## src/rtl/branch_predictor_if.sv

```systemverilog
// Fetch/execute side bundle of the branch predictor: lookup port,
// resolved-branch update port, table clear and statistics outputs.
interface branch_predictor_if #(
  parameter int STAT_W = 16
);
  // fetch-stage lookup
  logic [31:0]       lookup_pc;
  logic              hit;
  logic              pred_taken;
  logic [31:0]       pred_target;

  // execute-stage resolution
  logic              update_en;
  logic [31:0]       update_pc;
  logic              update_taken;
  logic [31:0]       update_target;
  logic              upd_pred_taken;
  logic [31:0]       upd_pred_target;
  logic              mispredict;

  // table control and statistics
  logic              clear;
  logic [STAT_W-1:0] br_count;
  logic [STAT_W-1:0] mis_count;

  // pipeline side: drives PCs and resolved outcomes, consumes predictions
  modport master (
    output lookup_pc,
    output update_en,
    output update_pc,
    output update_taken,
    output update_target,
    output upd_pred_taken,
    output upd_pred_target,
    output clear,
    input  hit,
    input  pred_taken,
    input  pred_target,
    input  mispredict,
    input  br_count,
    input  mis_count
  );

  // predictor side
  modport slave (
    input  lookup_pc,
    input  update_en,
    input  update_pc,
    input  update_taken,
    input  update_target,
    input  upd_pred_taken,
    input  upd_pred_target,
    input  clear,
    output hit,
    output pred_taken,
    output pred_target,
    output mispredict,
    output br_count,
    output mis_count
  );
endinterface

```

## src/rtl/branch_predictor.sv

```systemverilog
// Direct-mapped branch target buffer with 2-bit saturating direction
// counters. Lookup is combinational for the fetch stage; one resolved
// branch per cycle trains the table on the next clock edge. Saturating
// branch/mispredict counters are kept for performance monitoring.
module branch_predictor #(
  parameter int         ENTRIES  = 16,
  parameter logic [1:0] CNT_INIT = 2'b01,
  parameter int         STAT_W   = 16
) (
  input  logic              CLK,
  input  logic              nRST,
  branch_predictor_if.slave bp
);

  localparam int IDX_W = $clog2(ENTRIES);
  localparam int TAG_W = 32 - IDX_W - 2;
  localparam logic [STAT_W-1:0] STAT_MAX = {STAT_W{1'b1}};
  localparam logic [1:0] CNT_ALLOC = 2'b10;

  // Next value of a 2-bit direction counter, saturating at both ends.
  function automatic logic [1:0] cnt_next(input logic [1:0] cnt, input logic taken);
    logic [1:0] nxt;
    if (taken) begin
      if (cnt == 2'd3) nxt = 2'd3;
      else             nxt = cnt + 2'd1;
    end else begin
      if (cnt == 2'd0) nxt = 2'd0;
      else             nxt = cnt - 2'd1;
    end
    return nxt;
  endfunction

  // Table storage
  logic [ENTRIES-1:0] r_valid;
  logic [TAG_W-1:0]   r_tag    [ENTRIES];
  logic [31:0]        r_target [ENTRIES];
  logic [1:0]         r_cnt    [ENTRIES];

  // Statistics
  logic [STAT_W-1:0]  r_br_count;
  logic [STAT_W-1:0]  r_mis_count;

  // Lookup path
  logic [IDX_W-1:0]   w_lk_idx;
  logic [TAG_W-1:0]   w_lk_tag;
  logic               w_lk_hit;
  logic               w_lk_taken;
  logic [31:0]        w_lk_target;

  // Update path
  logic [IDX_W-1:0]   w_up_idx;
  logic [TAG_W-1:0]   w_up_tag;
  logic               w_up_hit;
  logic               w_up_train;
  logic               w_up_alloc;
  logic [1:0]         w_up_cnt;
  logic               w_mispredict;

  // Byte offset of both PCs carries no information for word-aligned code.
  logic               w_unused_pc_lsbs;
  assign w_unused_pc_lsbs = &{1'b0, bp.lookup_pc[1:0], bp.update_pc[1:0]};

  assign w_lk_idx = bp.lookup_pc[IDX_W+1:2];
  assign w_lk_tag = bp.lookup_pc[31:IDX_W+2];
  assign w_up_idx = bp.update_pc[IDX_W+1:2];
  assign w_up_tag = bp.update_pc[31:IDX_W+2];

  // Fetch-side prediction: taken target only when the entry hits and the
  // counter is in one of the two taken states, otherwise fall through.
  always_comb begin
    w_lk_hit    = r_valid[w_lk_idx] && (r_tag[w_lk_idx] == w_lk_tag);
    w_lk_taken  = w_lk_hit && r_cnt[w_lk_idx][1];
    if (w_lk_taken) begin
      w_lk_target = r_target[w_lk_idx];
    end else begin
      w_lk_target = bp.lookup_pc + 32'd4;
    end
  end

  // Decide what the resolved branch does to its table entry: train an
  // existing entry, allocate on a taken miss, or leave the table alone.
  always_comb begin
    w_up_hit   = r_valid[w_up_idx] && (r_tag[w_up_idx] == w_up_tag);
    w_up_cnt   = cnt_next(r_cnt[w_up_idx], bp.update_taken);
    w_up_train = 1'b0;
    w_up_alloc = 1'b0;
    if (bp.update_en && !bp.clear) begin
      if (w_up_hit) begin
        w_up_train = 1'b1;
      end else if (bp.update_taken) begin
        w_up_alloc = 1'b1;
      end else begin
        w_up_train = 1'b0;
      end
    end else begin
      w_up_train = 1'b0;
    end
  end

  // Mispredict depends only on what the pipeline carried down versus the
  // actual outcome; a not-taken branch never has a meaningful target.
  always_comb begin
    w_mispredict = 1'b0;
    if (bp.update_en) begin
      if (bp.upd_pred_taken != bp.update_taken) begin
        w_mispredict = 1'b1;
      end else if (bp.update_taken && (bp.upd_pred_target != bp.update_target)) begin
        w_mispredict = 1'b1;
      end else begin
        w_mispredict = 1'b0;
      end
    end else begin
      w_mispredict = 1'b0;
    end
  end

  // Table state: reset/clear invalidate everything; clear takes priority
  // over a same-cycle update, which is dropped.
  always_ff @(posedge CLK or negedge nRST) begin
    if (!nRST) begin
      r_valid <= {ENTRIES{1'b0}};
      for (int i = 0; i < ENTRIES; i++) begin
        r_tag[i]    <= {TAG_W{1'b0}};
        r_target[i] <= 32'd0;
        r_cnt[i]    <= CNT_INIT;
      end
    end else if (bp.clear) begin
      r_valid <= {ENTRIES{1'b0}};
      for (int i = 0; i < ENTRIES; i++) begin
        r_cnt[i] <= CNT_INIT;
      end
    end else if (w_up_alloc) begin
      r_valid[w_up_idx]  <= 1'b1;
      r_tag[w_up_idx]    <= w_up_tag;
      r_target[w_up_idx] <= bp.update_target;
      r_cnt[w_up_idx]    <= CNT_ALLOC;
    end else if (w_up_train) begin
      r_cnt[w_up_idx] <= w_up_cnt;
      if (bp.update_taken) begin
        r_target[w_up_idx] <= bp.update_target;
      end
    end
  end

  // Saturating statistics; only nRST clears them, table clear does not.
  always_ff @(posedge CLK or negedge nRST) begin
    if (!nRST) begin
      r_br_count  <= {STAT_W{1'b0}};
      r_mis_count <= {STAT_W{1'b0}};
    end else begin
      if (bp.update_en && (r_br_count != STAT_MAX)) begin
        r_br_count <= r_br_count + STAT_W'(1);
      end
      if (w_mispredict && (r_mis_count != STAT_MAX)) begin
        r_mis_count <= r_mis_count + STAT_W'(1);
      end
    end
  end

  assign bp.hit         = w_lk_hit;
  assign bp.pred_taken  = w_lk_taken;
  assign bp.pred_target = w_lk_target;
  assign bp.mispredict  = w_mispredict;
  assign bp.br_count    = r_br_count;
  assign bp.mis_count   = r_mis_count;

endmodule

```

## src/flat_wrapper.sv

```systemverilog
// flat-port wrapper written by rule: the top's interface ports become plain ports
module branch_predictor_flat 
#(
  parameter int         ENTRIES  = 16,
  parameter logic [1:0] CNT_INIT = 2'b01,
  parameter int         STAT_W   = 16
)
  (CLK, nRST, bp_lookup_pc, bp_update_en, bp_update_pc, bp_update_taken, bp_update_target, bp_upd_pred_taken, bp_upd_pred_target, bp_clear, bp_hit, bp_pred_taken, bp_pred_target, bp_mispredict, bp_br_count, bp_mis_count);
  branch_predictor_if #(.STAT_W(STAT_W)) bp_i ();
  input  logic CLK;
  input  logic nRST;
  input wire logic [$bits(bp_i.lookup_pc)-1:0] bp_lookup_pc;
  input wire logic [$bits(bp_i.update_en)-1:0] bp_update_en;
  input wire logic [$bits(bp_i.update_pc)-1:0] bp_update_pc;
  input wire logic [$bits(bp_i.update_taken)-1:0] bp_update_taken;
  input wire logic [$bits(bp_i.update_target)-1:0] bp_update_target;
  input wire logic [$bits(bp_i.upd_pred_taken)-1:0] bp_upd_pred_taken;
  input wire logic [$bits(bp_i.upd_pred_target)-1:0] bp_upd_pred_target;
  input wire logic [$bits(bp_i.clear)-1:0] bp_clear;
  output wire logic [$bits(bp_i.hit)-1:0] bp_hit;
  output wire logic [$bits(bp_i.pred_taken)-1:0] bp_pred_taken;
  output wire logic [$bits(bp_i.pred_target)-1:0] bp_pred_target;
  output wire logic [$bits(bp_i.mispredict)-1:0] bp_mispredict;
  output wire logic [$bits(bp_i.br_count)-1:0] bp_br_count;
  output wire logic [$bits(bp_i.mis_count)-1:0] bp_mis_count;
  assign bp_i.lookup_pc = bp_lookup_pc;
  assign bp_i.update_en = bp_update_en;
  assign bp_i.update_pc = bp_update_pc;
  assign bp_i.update_taken = bp_update_taken;
  assign bp_i.update_target = bp_update_target;
  assign bp_i.upd_pred_taken = bp_upd_pred_taken;
  assign bp_i.upd_pred_target = bp_upd_pred_target;
  assign bp_i.clear = bp_clear;
  assign bp_hit = bp_i.hit;
  assign bp_pred_taken = bp_i.pred_taken;
  assign bp_pred_target = bp_i.pred_target;
  assign bp_mispredict = bp_i.mispredict;
  assign bp_br_count = bp_i.br_count;
  assign bp_mis_count = bp_i.mis_count;
  branch_predictor #(.ENTRIES(ENTRIES), .CNT_INIT(CNT_INIT), .STAT_W(STAT_W)) u_core (.CLK(CLK), .nRST(nRST), .bp(bp_i));
endmodule
```

## config.mk

```make
export PLATFORM = sky130hd
export DESIGN_NAME = branch_predictor_flat
export DESIGN_NICKNAME = d
export VERILOG_FILES = /design/src/rtl/branch_predictor_if.sv /design/src/rtl/branch_predictor.sv /design/src/flat_wrapper.sv
export SDC_FILE = /design/constraint.sdc
export NUM_CORES = 2
export LEC_CHECK = 0
export ABC_AREA = 1
export BUFFER_PORTS_ARGS = -buffer_cell sky130_fd_sc_hd__buf_2
export CAP_MARGIN = 10
export CORE_MARGIN = 10
export CORE_UTILIZATION = 40
export CTS_CLUSTER_SIZE = 16
export DETAILED_ROUTE_END_ITERATION = 7
export HOLD_SLACK_MARGIN = 0.02
export SYNTH_ARGS = -nofsm -noshare
export SYNTH_HDL_FRONTEND = slang
export SYNTH_SLANG_ARGS = --single-unit
```

## constraint.sdc

```tcl
create_clock -name CLK -period 2.9 [get_ports CLK]
set_input_delay 0.435 -clock CLK [delete_from_list [all_inputs] [get_ports CLK]]
set_output_delay 0.435 -clock CLK [all_outputs]
set_load 0.02 [all_outputs]
```

---- Yosys cells after proc, flatten, opt, wreduce, memory -nomap -nowiden ----
Cells that the tools add are included.
word-level totals
  register bits ........................... 1008
  output and inout bits ................... 67
operators by class
  add/subtract/negate cells ............... 5
  order comparisons ....................... 6
  eq/ne operators ......................... 7
  muxes and demuxes ....................... 50
  bitwise operators ....................... 7
  reductions and logical operators ........ 17
operators by type and width
  kind                                                number
  2-to-1 mux 512 bit                                  3
  bitwise mux 512 bit                                 1
  bitwise mux 416 bit                                 1
  2-to-1 mux 32 bit                                   7
  binary-select mux 26 bit (select 4 bit)             2
  2-to-1 mux 26 bit                                   5
  binary-select mux 32 bit (select 4 bit)             1
  demux 32 bit (select 4 bit)                         1
  demux 26 bit (select 4 bit)                         1
  equality test 26 bit                                2
  adder 16 x 1 -> 16 bit, second input constant       2
  adder 32 x 3 -> 32 bit, second input constant       1
  bitwise mux 32 bit                                  1
  2-to-1 mux 16 bit                                   2
  != test 16 bit, second input constant               2
  != test 32 bit                                      1
  OR 16 bit                                           2
  AND 16 bit                                          1
  binary-select mux 2 bit (select 4 bit)              2
  2-to-1 mux 2 bit                                    8
  inverter 16 bit                                     1
  2-to-1 mux 1 bit                                    11
  >= comparator 5 bit, second input constant          2
  < comparator 4 x 5 -> 1 bit, second input constant  2
  other kinds (18)                                    30

---- Logic depth before layout (Yosys ltp) ----
  depth in word-level cells ............... 11
  depth in mapped cells ................... 25
  mapped depth without buffers ............ 20

---- Worst setup path after synthesis ----
Ideal clock, no wire load.
  path type ............................... input port to output port
  start ................................... in bp_lookup_pc[2]
  end ..................................... out bp_pred_target[10]
  arrival ................................. 3.045 ns
  required time ........................... 2.465 ns
  slack ................................... -0.580 ns
  cell stages on the path ................. 13
  path through ............................ buf_2 > inv_1 > clkbuf_1 > buf_2 > buf_2 > buf_2 > nand2_1 > a32o_1 > a221oi_1 > nand3_1 > clkbuf_1 > clkbuf_1 > o21ai_0
on the way
  longest elaborated chain between the ends .. 8
  elaborated cells on any way between the ends .. 17
  classes of those cells .................. 1 x add/sub; 1 x eq/ne; 12 x mux; 1 x bitwise; 2 x reduce/logical
ends and longest elaborated chain
  item                                                   line                                                                    RTL
  start: declaration                                     flat_wrapper.sv:12                                                      input wire logic [$bits(bp_i.lookup_pc)-1:0] bp_lookup_pc;
  inverter 4 -> 5 bit (implied by the code)              branch_predictor.sv:71, branch_predictor.sv:72, branch_predictor.sv:74
  binary-select mux 26 bit (select 4 bit)                branch_predictor.sv:71                                                  w_lk_hit = r_valid[w_lk_idx] && (r_tag[w_lk_idx] == w_lk_tag);
  2-to-1 mux 26 bit (implied by the code) (2 in series)  branch_predictor.sv:71
  equality test 26 bit                                   branch_predictor.sv:71
  logical AND 1 bit                                      branch_predictor.sv:71
  logical AND 1 bit                                      branch_predictor.sv:72                                                  w_lk_taken = w_lk_hit && r_cnt[w_lk_idx][1];
  2-to-1 mux 32 bit (*)                                  branch_predictor.sv:73                                                  if (w_lk_taken) begin
  end: declaration                                       flat_wrapper.sv:22                                                      output wire logic [$bits(bp_i.pred_target)-1:0] bp_pred_target;
Mark *: on every way between the ends. The rest lies on a longest branch, timed or not. The select of a mux whose other input is x is not followed.

---- Worst setup path after layout ----
  start ................................... reg u_core.r_tag[349] (netlist name)
  end ..................................... out bp_pred_target[16]
on the way
  longest elaborated chain between the ends .. 7
ends and longest elaborated chain
  item                                                   line                     RTL
  start: declaration                                     branch_predictor.sv:35   logic [TAG_W-1:0] r_tag [ENTRIES];
  start signal: indexed assignment                       branch_predictor.sv:123  r_tag[i] <= {TAG_W{1'b0}};
  start signal: indexed assignment                       branch_predictor.sv:134  r_tag[w_up_idx] <= w_up_tag;
  binary-select mux 26 bit (select 4 bit)                branch_predictor.sv:71
  2-to-1 mux 26 bit (implied by the code) (2 in series)  branch_predictor.sv:71
  equality test 26 bit                                   branch_predictor.sv:71
  logical AND 1 bit                                      branch_predictor.sv:71
  logical AND 1 bit                                      branch_predictor.sv:72
  2-to-1 mux 32 bit                                      branch_predictor.sv:73
Every way passes these cells. The select of a mux whose other input is x is not followed.

==> reports/results.ini <==
[synth]
synth_edf_count = 0
yosys-top-cells-area = dfrtp_1 (47%), o21ai_0 (15%), nand2_1 (15%)
ys_seq_area_share_pct = 47.77
async_reset_ff_share_pct = 100.0
ys.flop_type = dfrtp_1
yosysTopAreaCell = dfrtp_1
avgSynthCellArea_um2 = 7.372
synth_top_area_share_pct = 46.98
synthDistinctLibCells = 47
yosys_warnings = 0
synth-seq-cells = 1008
syn_nets = 7305
syn_inst = 7168
synth_area_um2 = 52840

[final_layout]
final_common_cell = nand2_1
drive_gt1_share_pct = 19.91
fill_cells = 12466
fin_area_um2 = 68560
nets = 7946
most-common-layout-cells = nand2_1 (1968), o21ai_0 (1461), dfrtp_1 (992)
area_delta_synth_final_pct = 29.74

[power]
p_comb_share_pct = 20.4
power.internal_mw = 28.59
share_seq_of_total_power_pct = 41.9
p_per_area_nw_per_um2 = 603.8
switchingPower_mw = 12.80
p_sw_share_pct = 30.92
power_leakage_nw = 32.35
max-vdd-ir-drop_v = 0.0006048
power_frac_clock_pct = 37.7

[outcome]
status = complete, but fails checks
violations = DRC, setup timing

[clock_network]
clock_latency_ns = 0.79
path_clk_slew_ns = 0.06
cts_buffer_depth = 3
cts_max_level = 3
cts_tree = yes
numCtsBuffers = 116
cts_sinks = 1008
root_buffer = clkbuf_16

[setup_path]
max_stage_delay_ns = 0.38
worstPathArrival_ns = 3.43
cp-endpoint = bp_pred_target[16]
path_delay_family = simple AND/OR/NAND/NOR gates
path_cells = inv_2 -> a21oi_2 -> o21ai_2 -> nand3_1 -> nand3_2 -> nand4_1 -> nand4_1 -> nor2_1 -> nand3b_1 -> nor2_4 -> nand3_4 -> buf_12 -> buf_16 -> o21ai_4 -> buf_6
r2r_start = u_core.r_tag[305]
reg2reg_depth = 20
cp-startpoint = u_core.r_tag[349]
worst_ep_required_time_ns = 2.47
crit_buf_inv = 4
path_depth = 15
path_max_fanout = 6
crit_path_end_kind = output port
worstReg2RegEnd = u_core.r_tag[199]
startpoint_type = flop
cp_common_cell = nand4_1
reg2reg_slack_ns = -0.05
slowest_stage = dfrtp_1
worstSetupPathType = flop to output port

[drt]
wirelength_um = 225000
vias = 54334
drtIter0Drc = 6766
drtAntennaViolNets = 0
wl_per_cell_um = 23.28
drc = 1
drt_first_pass_iters = 8
drt-vias-per-instance = 5.621

[sta]
final-setup-viol-count = 47
rsz0062_at_grt = yes
max_slew.worst_pin.slew_ns = 1.148
fin_skew_ns = 0.06906
fin_ws_ns = -0.9696
max_freq_mhz = 258.4
max_slew_margin_pct = 23.44
period_minus_slack_ns = 3.870
hold_viol = 0
drv_slew = 0
fin_crit_sh_pct = 133.4

[place]
gp_congestion = 1.038
hpwl_um = 145300
dp_slack_ns = -0.9785
postPlaceCellArea_um2 = 61640
portBuffers = 198

[floorplan]
die_w_um = 383.5
die_area_um2 = 147000
start_util_pct = 40.25
chipHeight_um = 383.5
core_um2 = 131300
ioPinCount = 201
fp-row-count = 133

[grt]
antenna_found_initial = 1
grt_pass1_vias = 50401
overflow = 0
grt.total_usage_pct = 28.75
grt_max_degree = 95
grt_pass1_wl_um = 325200

[run]
drv_cap = 0

[min_path]
min_path_cells = 3
min_path_type = input port to flop

==> timing repair <==
item / CTS / global route
resized for setup: 185 / 330
setup endpoints to repair: 251 / 496
buffers inserted: 9 / 24
pin swaps: 28 / 113
hold buffers: 42 / 0
hold endpoints to repair: 77 / 0
cloned: 4 / 23
==> power by group through the flow <==
stage / clock [mW] / combinational, mW / sequential, mW
after detailed placement: 0 / 7.92 / 17.5
after floorplan: 0 / 4.23 / 17.3
after global placement: 0 / 7.80 / 17.4
final: 15.6 / 8.46 / 17.3
after global routing: 16.4 / 9.38 / 17.5
after CTS: 15.8 / 8.11 / 17.3
==> state kept, by name, indices dropped and copies added, names as in the netlist <==
register / cells
u_core.r_tag: 416
u_core.r_cnt: 32
u_core.r_valid: 16
u_core.r_target: 512
u_core.bp.br_count: 16
u_core.bp.mis_count: 16
==> synth_stat cells (all sizes together), types with 32 or more instances <==
library cell and n:
nor3 32, inv 467, buf 152, xor2 53, dfrtp 992, o211ai 35, clkbuf 385, a21oi 281
nand4 89, o21ai 1606, nand3 218, o22ai 90, nand2 2085, nor2 523
==> cells by family (layout without fill, tap and decap cells) <==
family | after synthesis | count (layout) | share of synthesized area [%]
AND/OR/NAND/NOR | 2972 | 2972 | 22.38
AO/OA/AOI/OAI | 2113 | 2113 | 21.10
flip-flops | 1008 | 1008 | 47.77
buffers and inverters | 1006 | 1748 | 7.579
XOR/XNOR | 65 | 65 | 1.077
adder cells (fa/ha/maj) | 3 | 3 | 0.07104
multiplexers | 1 | 1 | 0.02131
other | 0 | 2 | 0
==> worst min-delay path by stage <==
stage                     slack, ns                  from                    end
after floorplan                0.14                  nRST  u_core.bp.br_count[0]
after global placement         0.46  u_core.r_target[468]   u_core.r_target[468]
after detailed placement       0.47  u_core.r_target[418]   u_core.r_target[418]
after CTS                      0.02       bp_update_pc[8]      u_core.r_tag[106]
after global routing           0.04  bp_update_target[28]   u_core.r_target[508]
final                          0.06  bp_update_target[19]   u_core.r_target[499]
==> final cells by class <==
| type | count | area, um^2 | share of cell area (%) |
|---|---|---|---|
| Clock buffer | 174 | 3421 | 4.990 |
| Timing Repair Buffer | 1060 | 10100 | 14.74 |
| Inverter | 469 | 1808 | 2.637 |
| Antenna cell | 2 | 5.005 | 0.007300 |
| Tap cell | 1755 | 2196 | 3.203 |
| Multi-Input combinational cell | 5154 | 25130 | 36.65 |
| Sequential cell | 1008 | 25240 | 36.82 |
| Clock inverter | 45 | 650.6 | 0.9490 |
==> metal layers <==
metal | wire, um | global-route usage [%]
met2 | 98010 | 43.54
met5 | 13 | 0
met3 | 22920 | 6.867
met4 | 11420 | 11.96
met1 | 92650 | 39.26
==> worst register-to-register path, stage by stage, from the launching register on <==
cell       delay [ns]
dfrtp_1          0.40
buf_4            0.14
nand2_1          0.06
nand2_1          0.05
nand2_1          0.05
nand2_1          0.04
nand2_1          0.05
nand2_1          0.09
nor3_2           0.37
nor2_1           0.11
nand2_1          0.08
nor2_1           0.04
nand2_1          0.09
nor2_2           0.06
nand3_4          0.12
nand3_4          0.15
buf_12           0.19
nor2_4           0.18
buf_12           0.16
clkbuf_16        0.27
o21ai_0          0.12
==> stage by stage <==
step	power (mW)	hold slack [ns]	std cells	utilization (%)	setup TNS, ns
final	41.39	0.06330	9667	52.22	-30.03
after global routing	43.29	0.04445	9665	52.21	-45.51
after CTS	41.16	0.02210	9622	50.99	-29.18
after detailed placement	25.40	0.4672	9350	46.95	-314.13
after global placement	25.23	0.4609	9350	46.95	-308.04
after floorplan	21.57	0.1394	7168	-	-0.04290
No activity file was read; power rests on OpenSTA's default activity.
